## config.mk

```make
export PLATFORM = sky130hd
export DESIGN_NAME = id_ex_pipe_reg
export DESIGN_NICKNAME = d
export VERILOG_FILES = /design/src/rtl/pipe_pkg.sv /design/src/rtl/hazard_detect_unit.sv /design/src/rtl/id_ex_pipe_reg.sv
export SDC_FILE = /design/constraint.sdc
export NUM_CORES = 1
export LEC_CHECK = 0
export BUFFER_PORTS_ARGS = -buffer_cell sky130_fd_sc_hd__buf_4
export CORE_AREA = 2 2 150 152
export CTS_CLUSTER_DIAMETER = 30
export DETAILED_ROUTE_END_ITERATION = 7
export DIE_AREA = 0 0 152 154
export MAX_ROUTING_LAYER = met4
export PLACE_DENSITY = 0.64
export RECOVER_POWER = 100
export REMOVE_ABC_BUFFERS = 1
export SYNTH_ARGS = -nofsm -noshare
export SYNTH_HDL_FRONTEND = slang
export SYNTH_SLANG_ARGS = --single-unit
```

## constraint.sdc

```tcl
create_clock -name clk -period 1.6 [get_ports clk]
set_input_delay 0.32 -clock clk [delete_from_list [all_inputs] [get_ports clk]]
set_output_delay 0.32 -clock clk [all_outputs]
set_load 0.005 [all_outputs]
```

## src/rtl/pipe_pkg.sv

```systemverilog
// Shared pipeline types: the decoded control bundle carried ID -> EX
// plus ALU opcode constants and a side-effect squash helper.
package pipe_pkg;

    typedef struct packed {
        logic       shift_imm;
        logic [3:0] alu_op;
        logic [1:0] mem_size;
        logic       mem_enable;
        logic       mem_rw;
        logic       load_inst;
        logic       s;
        logic       rf_enable;
        logic       b_instr;
        logic       b_l;
    } ctrl_bundle;

    localparam ctrl_bundle CTRL_BUBBLE = '0;

    localparam logic [3:0] ALU_ADD = 4'b0100;
    localparam logic [3:0] ALU_SUB = 4'b0010;

    // Condition-failed instructions keep their opcode but lose every write
    function automatic ctrl_bundle kill_side_effects(input ctrl_bundle c);
        ctrl_bundle r;
        r            = c;
        r.rf_enable  = 1'b0;
        r.mem_enable = 1'b0;
        r.mem_rw     = 1'b0;
        r.load_inst  = 1'b0;
        r.s          = 1'b0;
        r.b_instr    = 1'b0;
        r.b_l        = 1'b0;
        return r;
    endfunction

endpackage

```

## src/rtl/hazard_detect_unit.sv

```systemverilog
// Load-use compare: the ID instruction reads the register a load in EX
// is about to write. A flush overrides, since the ID instruction dies.
module hazard_detect_unit (
    input  logic       ex_valid,
    input  logic       ex_load_inst,
    input  logic       ex_rf_enable,
    input  logic [3:0] ex_rd,
    input  logic       id_uses_rn,
    input  logic [3:0] id_rn,
    input  logic       id_uses_rm,
    input  logic [3:0] id_rm,
    input  logic       flush,
    output logic       hazard_stall
);

    logic load_in_ex;
    logic rn_hit;
    logic rm_hit;

    assign load_in_ex   = ex_valid & ex_load_inst & ex_rf_enable;
    assign rn_hit       = id_uses_rn & (id_rn == ex_rd);
    assign rm_hit       = id_uses_rm & (id_rm == ex_rd);
    assign hazard_stall = load_in_ex & (rn_hit | rm_hit) & ~flush;

endmodule

```

## src/rtl/id_ex_pipe_reg.sv

```systemverilog
// ID/EX pipeline register with load-use bubble insertion, flush squash
// and a saturating bubble counter.
module id_ex_pipe_reg
    import pipe_pkg::*;
#(
    parameter int DW    = 32,
    parameter int CNT_W = 16
) (
    input  logic             clk,
    input  logic             reset,
    input  logic             ext_hold,
    input  logic             flush,
    input  logic             id_cond_pass,
    input  logic             id_shift_imm,
    input  logic             id_mem_enable,
    input  logic             id_mem_rw,
    input  logic             id_load_inst,
    input  logic             id_s,
    input  logic             id_rf_enable,
    input  logic             id_b_instr,
    input  logic             id_b_l,
    input  logic [3:0]       id_alu_op,
    input  logic [1:0]       id_mem_size,
    input  logic             id_uses_rn,
    input  logic             id_uses_rm,
    input  logic [3:0]       id_rn,
    input  logic [3:0]       id_rm,
    input  logic [3:0]       id_rd,
    input  logic [DW-1:0]    id_pc,
    input  logic [DW-1:0]    id_rn_val,
    input  logic [DW-1:0]    id_rm_val,
    input  logic [DW-1:0]    id_rd_val,
    input  logic [23:0]      id_imm,
    output logic             ex_shift_imm,
    output logic             ex_mem_enable,
    output logic             ex_mem_rw,
    output logic             ex_load_inst,
    output logic             ex_s,
    output logic             ex_rf_enable,
    output logic             ex_b_instr,
    output logic             ex_b_l,
    output logic [3:0]       ex_alu_op,
    output logic [1:0]       ex_mem_size,
    output logic [3:0]       ex_rn,
    output logic [3:0]       ex_rm,
    output logic [3:0]       ex_rd,
    output logic [DW-1:0]    ex_pc,
    output logic [DW-1:0]    ex_rn_val,
    output logic [DW-1:0]    ex_rm_val,
    output logic [DW-1:0]    ex_rd_val,
    output logic [23:0]      ex_imm,
    output logic             ex_valid,
    output logic             hazard_stall,
    output logic [CNT_W-1:0] bubble_count
);

    localparam logic [CNT_W-1:0] CNT_MAX = '1;

    ctrl_bundle id_ctrl;
    ctrl_bundle ex_ctrl;

    assign id_ctrl = '{
        shift_imm:  id_shift_imm,
        alu_op:     id_alu_op,
        mem_size:   id_mem_size,
        mem_enable: id_mem_enable,
        mem_rw:     id_mem_rw,
        load_inst:  id_load_inst,
        s:          id_s,
        rf_enable:  id_rf_enable,
        b_instr:    id_b_instr,
        b_l:        id_b_l
    };

    hazard_detect_unit u_hazard (
        .ex_valid     (ex_valid),
        .ex_load_inst (ex_ctrl.load_inst),
        .ex_rf_enable (ex_ctrl.rf_enable),
        .ex_rd        (ex_rd),
        .id_uses_rn   (id_uses_rn),
        .id_rn        (id_rn),
        .id_uses_rm   (id_uses_rm),
        .id_rm        (id_rm),
        .flush        (flush),
        .hazard_stall (hazard_stall)
    );

    always_ff @(posedge clk) begin
        if (reset) begin
            ex_ctrl      <= CTRL_BUBBLE;
            ex_valid     <= 1'b0;
            ex_rn        <= '0;
            ex_rm        <= '0;
            ex_rd        <= '0;
            ex_pc        <= '0;
            ex_rn_val    <= '0;
            ex_rm_val    <= '0;
            ex_rd_val    <= '0;
            ex_imm       <= '0;
            bubble_count <= '0;
        end else if (!ext_hold) begin
            // Data always follows ID; bubbles only need their control zeroed
            ex_rn     <= id_rn;
            ex_rm     <= id_rm;
            ex_rd     <= id_rd;
            ex_pc     <= id_pc;
            ex_rn_val <= id_rn_val;
            ex_rm_val <= id_rm_val;
            ex_rd_val <= id_rd_val;
            ex_imm    <= id_imm;
            if (flush) begin
                ex_ctrl  <= CTRL_BUBBLE;
                ex_valid <= 1'b0;
            end else if (hazard_stall) begin
                ex_ctrl  <= CTRL_BUBBLE;
                ex_valid <= 1'b0;
                if (bubble_count != CNT_MAX)
                    bubble_count <= bubble_count + CNT_W'(1);
            end else if (id_cond_pass) begin
                ex_ctrl  <= id_ctrl;
                ex_valid <= 1'b1;
            end else begin
                ex_ctrl  <= kill_side_effects(id_ctrl);
                ex_valid <= 1'b0;
            end
        end
    end

    assign ex_shift_imm  = ex_ctrl.shift_imm;
    assign ex_alu_op     = ex_ctrl.alu_op;
    assign ex_mem_size   = ex_ctrl.mem_size;
    assign ex_mem_enable = ex_ctrl.mem_enable;
    assign ex_mem_rw     = ex_ctrl.mem_rw;
    assign ex_load_inst  = ex_ctrl.load_inst;
    assign ex_s          = ex_ctrl.s;
    assign ex_rf_enable  = ex_ctrl.rf_enable;
    assign ex_b_instr    = ex_ctrl.b_instr;
    assign ex_b_l        = ex_ctrl.b_l;

endmodule
```

# ---- Word-level counts from Yosys, hierarchy flattened
# Cells that the tools add are included.
dict set report totals {
  ff_bits 195
  out_inout_bits 196
}
dict set report classes {
  n_addsub 1
  n_eq_ne 3
  muxes 6
  n_bitwise 9
  reduce_logical 1
}
# cell n
set ops {}
lappend ops {{$mux W14} 2}
lappend ops {{$add A16 B1 Y16 const B} 1}
lappend ops {{$ne A16 B16 Y1 const B} 1}
lappend ops {{$eq A4 B4 Y1} 2}
lappend ops {{$mux W7} 1}
lappend ops {{$and A1 B1 Y1} 6}
lappend ops {{$reduce_and A4 Y1} 1}
lappend ops {{$mux W1} 3}
lappend ops {{$not A1 Y1} 2}
lappend ops {{$or A1 B1 Y1} 1}

# ---- Logic depth before layout (Yosys ltp)
dict set report logic_depth {
  word_depth 7
  depth_mapped 8
}

# ---- By module
# From an unflattened synthesis, not the netlist that was laid out.
dict set report unflattened {
  cells_unflattened 698
  area_unflattened_um2 7186.9
}
# mod n_inst cells_per_inst area_per_inst_um2 seq_area_each_um2
set by_module_without_submodules {}
lappend by_module_without_submodules {id_ex_pipe_reg 1 684 7080.5 3903.7}
lappend by_module_without_submodules {hazard_detect_unit 1 14 106.4 0.0}

# ---- Worst setup path after synthesis
# No wires, ideal clock.
dict set report synth_path {
  kind {flip-flop to flip-flop}
  from {register bubble_count[0]}
  to {register bubble_count[1]}
  setup_ps 128
  arrival_time_ps 1675
  setup_slack_ps -202
  stages_incl_launch_ff 9
  n_path_buf 1
  synth_period_minus_slack_ps 1802
  cell_sequence {dfxtp_1 -> ha_1 -> nand3_1 -> nor4_1 -> nand3_1 -> o211ai_4 -> buf_6 -> mux2i_1 -> nor2_1}
}
dict set report synth_between {
  elab_chain_len 2
}
# element line_no
set synth_rtl {}
lappend synth_rtl {{start, declared} id_ex_pipe_reg.sv:54} ;# output logic [CNT_W-1:0] bubble_count
lappend synth_rtl {{start signal, assigned} id_ex_pipe_reg.sv:118} ;# bubble_count <= bubble_count + CNT_W'(1);
lappend synth_rtl {{branches (longest 2 deep; another with $add A16 B1 Y16)} --}
# Parallel ways; which one is timed is not known.
# A chain may end at the register's enable or synchronous reset.

# ---- Worst setup path after layout
dict set report layout_path {
  from {register ex_rd[1]}
  to {output port hazard_stall}
}
dict set report layout_between {
  elab_chain_len 5
}
# element line_no
set layout_rtl {}
lappend layout_rtl {{start, declared} id_ex_pipe_reg.sv:46} ;# output logic [3:0] ex_rd,
lappend layout_rtl {{start signal, assigned} id_ex_pipe_reg.sv:105} ;# ex_rd <= id_rd;
lappend layout_rtl {{$eq A4 B4 Y1, on equally long branches} {hazard_detect_unit.sv:21, hazard_detect_unit.sv:22}}
lappend layout_rtl {{$and A1 B1 Y1, on equally long branches} {hazard_detect_unit.sv:21, hazard_detect_unit.sv:22}}
lappend layout_rtl {{$or A1 B1 Y1 (*)} hazard_detect_unit.sv:23} ;# assign hazard_stall = load_in_ex & (rn_hit | rm_hit) & ~flush;
lappend layout_rtl {{$and A1 B1 Y1 (*) (2 in series)} hazard_detect_unit.sv:23}
lappend layout_rtl {{end, declared} id_ex_pipe_reg.sv:53} ;# output logic hazard_stall,
# Every way passes the cells marked *; elsewhere a longest branch is shown, timed or not.

==> summary by stage <==
Die
The core region is 21700 µm². Pin placement for this block handled 381 I/O pins. The initial standard-cell utilization of the core is 0.329. The die covers 23400 µm².

The total number of placement rows is 54. The die is 152 µm wide. The die height is 154 µm.

Drt
For this block, the initial DRC count from the detailed router was 235. The detail route stage leaves a number of antenna-violating nets equal to 0. Before antenna repair, the detailed router went through 5 iterations. For this run, design rule violations remaining after detail routing come to 0. In the routed layout, each cell is associated on average with a via count of 4.63. Across all layers, the routed design uses 6551 vias. The aggregate routed wire length is 22400 µm. The routed wirelength normalized by instance count is 15.8 µm.

STA
Between clock sinks in the finished design, the worst skew comes to 11.0 ps. The clock period minus worst slack is 1960 ps. The number of slew-limit violations in the final report is 0. The worst-margin pin slew is 1310 ps. Setup repair after global routing could not meet its margin everywhere.

Headroom to the max-slew limit came out at 0.125. Dividing the final minimum period by the clock period gives 1.23. Setup violations remaining at the end of the flow were counted as 171. The final-report hold violation count is 0. For this run, the top clock speed supported by timing is 0.510 GHz. The final worst slack is -362 ps.

Pwr
For this design the total switching power over the nets is 2.85 mW. Dividing total power by cell area gives a power density of 956 nW/µm². The standby leakage power is 5.43 nW. The internal cell power is 8.08 mW. The part of the power in the clock network is 0.389. IR analysis of the VDD net gives a maximum drop of 0.000632 V. The portion of total power attributed to sequential cells is 0.479.

The share of power burned in combinational logic is 0.132. The switching portion of total power is 0.261.

Critical path
The critical setup path kind is reg -> out. Along the worst path, the maximum fanout reaches 2. The arrival time at the worst endpoint is 1640 ps.

The worst setup path is launched from a register. The number of cell instances on the worst register-to-register path is 7. Data on the critical path is required at its endpoint by 1280 ps. STA classifies the critical path endpoint as a primary output.

Cells and area
The total inserted antenna cells is 0. The area occupied by registers is 3910 µm². The post-layout net count is 1307. Of the cells placed in the final design, the portion with a size suffix greater than 1 is 0.403. At the end of the flow the core is filled with cells to 0.527.

Fill cells in the final layout number 2013. Compared with the post-synthesis result, the final layout area differs by 60.0%. The area taken by multi-input logic gates is 3250 µm². After routing the design area is 11400 µm².

CTS
The maximum level of the CTS H-tree is 4. The number of buffers on the longest clock path is 2. The number of sinks driven by the clock tree is 195. The worst-skew pair later-pin latency is 430 ps.

The TritonCTS clock tree is yes. In this run, CTS created clock tree buffers numbering 17. The number of hold buffers added after CTS was 0.

Clock-pin slew was measured on the worst setup and hold paths at 80 ps. The root buffer cell chosen for the clock tree is sky130_fd_sc_hd__clkbuf_16.

Synth
The share of synthesized area in the top cell type comes to 0.547. By area the synthesized netlist is led by sky130_fd_sc_hd__dfxtp_1 (55%), sky130_fd_sc_hd__mux2i_1 (23%), sky130_fd_sc_hd__nor2_1 (9.6%). The number of register bits inferred by synthesis is 195. Summing every instance area after synthesis gives 7140 µm². The register area share after synthesis is 0.547.

The average size of a mapped cell is 10.2 µm². Synthesis handed over a netlist of 699 instances. The cell taking the most area after synthesis is sky130_fd_sc_hd__dfxtp_1. The count of distinct cell types in the synthesized netlist is 33. The number of warnings reported in the yosys synthesis log is 0.

GRT
The number of global-route vias before repair was 6684. The global-route wire length before repair is 34600 µm. The initial antenna violation count came to 0. Entering global routing, the biggest net connects 59 pins.

The combined global-route utilization of all metal layers is 0.189. Global routing finished with a remaining overflow of 0.

Min path
Along the worst hold path, the cell count comes to 3. The worst hold path class is in -> reg.

Outcome
The flow ran to the end, but the final reports show violations. The checks that failed: setup timing.

Placement
The pre-CTS setup slack is -468 ps. The global placement routability congestion is 0.790. Once detailed placement completed, the half-perimeter wirelength came to 16400 µm. After detailed placement, the total cell area comes to 10700 µm². The count of input and output buffers is 380.

Job
The tool flagged a number of max-cap violations equal to 0.
==> cells by family (layout without fill, tap and decap cells) <==
family          after synthesis  after routing  synth area share
buf+inv                      53            487            0.0321
simple gates                231            231             0.134
fa+ha+maj                     1              1           0.00175
flops                       195            195             0.547
mux                         165            165             0.231
compound gates               41             42            0.0382
xor+xnor                     13             13            0.0159
==> flip-flops by register name (all words and copies together) (netlist names), 2 cells and up <==
| signal | flops |
|---|---|
| bubble_count | 16 |
| ex_alu_op | 4 |
| ex_imm | 24 |
| ex_mem_size | 2 |
| ex_pc | 32 |
| ex_rd | 4 |
| ex_rd_val | 32 |
| ex_rm | 4 |
| ex_rm_val | 32 |
| ex_rn | 4 |
| ex_rn_val | 32 |
==> power by group through the flow <==
| stage | clock network [mW] | logic [mW] | registers [mW] |
|---|---|---|---|
| after floorplan | 0 | 0.387 | 5.37 |
| after global placement | 0 | 1.49 | 5.34 |
| after detailed placement | 0 | 1.51 | 5.35 |
| after CTS | 4.39 | 1.53 | 5.24 |
| after global routing | 4.57 | 1.57 | 5.27 |
| final | 4.25 | 1.44 | 5.24 |
==> layout by cell type, fill, tap and decap left out, types with 4 or more instances in the layout <==
| cell type | count |
|---|---|
| sky130_fd_sc_hd__buf_4 | 241 |
| sky130_fd_sc_hd__dfxtp_1 | 189 |
| sky130_fd_sc_hd__nor2_1 | 181 |
| sky130_fd_sc_hd__mux2i_1 | 165 |
| sky130_fd_sc_hd__clkbuf_4 | 114 |
| sky130_fd_sc_hd__clkbuf_1 | 66 |
| sky130_fd_sc_hd__clkbuf_16 | 18 |
| sky130_fd_sc_hd__buf_6 | 18 |
| sky130_fd_sc_hd__nand2_1 | 13 |
| sky130_fd_sc_hd__a21oi_1 | 12 |
| sky130_fd_sc_hd__nand4_1 | 9 |
| sky130_fd_sc_hd__buf_12 | 8 |
| sky130_fd_sc_hd__or3_1 | 6 |
| sky130_fd_sc_hd__dfxtp_2 | 6 |
| sky130_fd_sc_hd__inv_1 | 5 |
| sky130_fd_sc_hd__inv_6 | 5 |
| sky130_fd_sc_hd__xor2_1 | 4 |
| sky130_fd_sc_hd__a21oi_2 | 4 |
| sky130_fd_sc_hd__o21ai_0 | 4 |
| sky130_fd_sc_hd__a32oi_2 | 4 |
| sky130_fd_sc_hd__a32oi_1 | 4 |
==> what timing repair did <==
item / in CTS / in global routing
gates cloned: 1 / 1
resized for setup: 39 / 30
buffers inserted: 10 / 5
endpoints found under the setup margin: 32 / 32
pin swaps: 29 / 31
==> metrics by stage <==
stage               total power, mW  instances  hold slack, ps  TNS [ps]
floorplan                      5.76        652             389     -4300
global placement               6.83       1369             450     -9050
detailed placement             6.85       1369             460    -10690
CTS                            11.2       1411            91.8     -6750
global route                   11.4       1414             105    -41760
finish                         10.9       1414             114    -25640
==> synthesized netlist by cell type <==
master	n
sky130_fd_sc_hd__xnor2_1	6
sky130_fd_sc_hd__buf_2	11
sky130_fd_sc_hd__o2111ai_1	3
sky130_fd_sc_hd__o211ai_4	1
sky130_fd_sc_hd__dfxtp_1	195
sky130_fd_sc_hd__a21oi_1	16
sky130_fd_sc_hd__or3_1	6
sky130_fd_sc_hd__nor2_1	182
sky130_fd_sc_hd__inv_1	6
sky130_fd_sc_hd__ha_1	1
sky130_fd_sc_hd__buf_6	2
sky130_fd_sc_hd__clkbuf_1	31
sky130_fd_sc_hd__o211ai_1	2
sky130_fd_sc_hd__and3_1	2
sky130_fd_sc_hd__nand4_1	9
sky130_fd_sc_hd__nand3_1	5
sky130_fd_sc_hd__mux2i_1	165
sky130_fd_sc_hd__nand2_1	13
sky130_fd_sc_hd__or3_2	2
sky130_fd_sc_hd__or4_1	1
sky130_fd_sc_hd__and2_1	1
sky130_fd_sc_hd__a32oi_1	8
sky130_fd_sc_hd__xor2_1	7
sky130_fd_sc_hd__o31ai_1	2
sky130_fd_sc_hd__nor3_1	1
sky130_fd_sc_hd__and4_1	1
sky130_fd_sc_hd__nor2b_1	2
sky130_fd_sc_hd__or2_2	3
sky130_fd_sc_hd__nor4_1	2
sky130_fd_sc_hd__clkbuf_2	1
sky130_fd_sc_hd__and4b_1	1
sky130_fd_sc_hd__buf_1	2
sky130_fd_sc_hd__o21ai_0	9
==> routing by layer <==
layer | wire length (µm) | up-vias | track usage
met5 | 0 | - | -
met2 | 11000 | 243 | 0.315
met1 | 9390 | 3065 | 0.221
met4 | 513 | 0 | 0.0654
li1 | - | 3211 | -
met3 | 1430 | 32 | 0.0496
==> path summary, 6_finish.rpt <==
| path | slack, ps | endpoint | start |
|---|---|---|---|
| worst max-delay path | -360 | hazard_stall | ex_rd[1] |
| worst min-delay path | 110 | ex_rn_val[28] | id_rn_val[28] |
| worst max register to register | -320 | bubble_count[9] | ex_rd[1] |
| worst min register to register | 470 | ex_mem_rw | ex_mem_rw |
==> worst max-delay path, stage by stage, from the launching register on <==
cell                      delay, ps
sky130_fd_sc_hd__dfxtp_2        340
sky130_fd_sc_hd__xor2_2         150
sky130_fd_sc_hd__nor4_2         280
sky130_fd_sc_hd__and3_4         250
sky130_fd_sc_hd__nor2_4          60
sky130_fd_sc_hd__inv_2           50
sky130_fd_sc_hd__buf_6           90
==> final cells by class <==
cell class | count | area share
clock buffer | 19 | 0.0388
tap | 280 | 0.0307
clock inverter | 13 | 0.0123
inverter | 6 | 0.00197
timing repair buffer | 449 | 0.289
sequential | 195 | 0.342
multi-input combinational | 452 | 0.285
No activity file was read; power rests on OpenSTA's default activity.
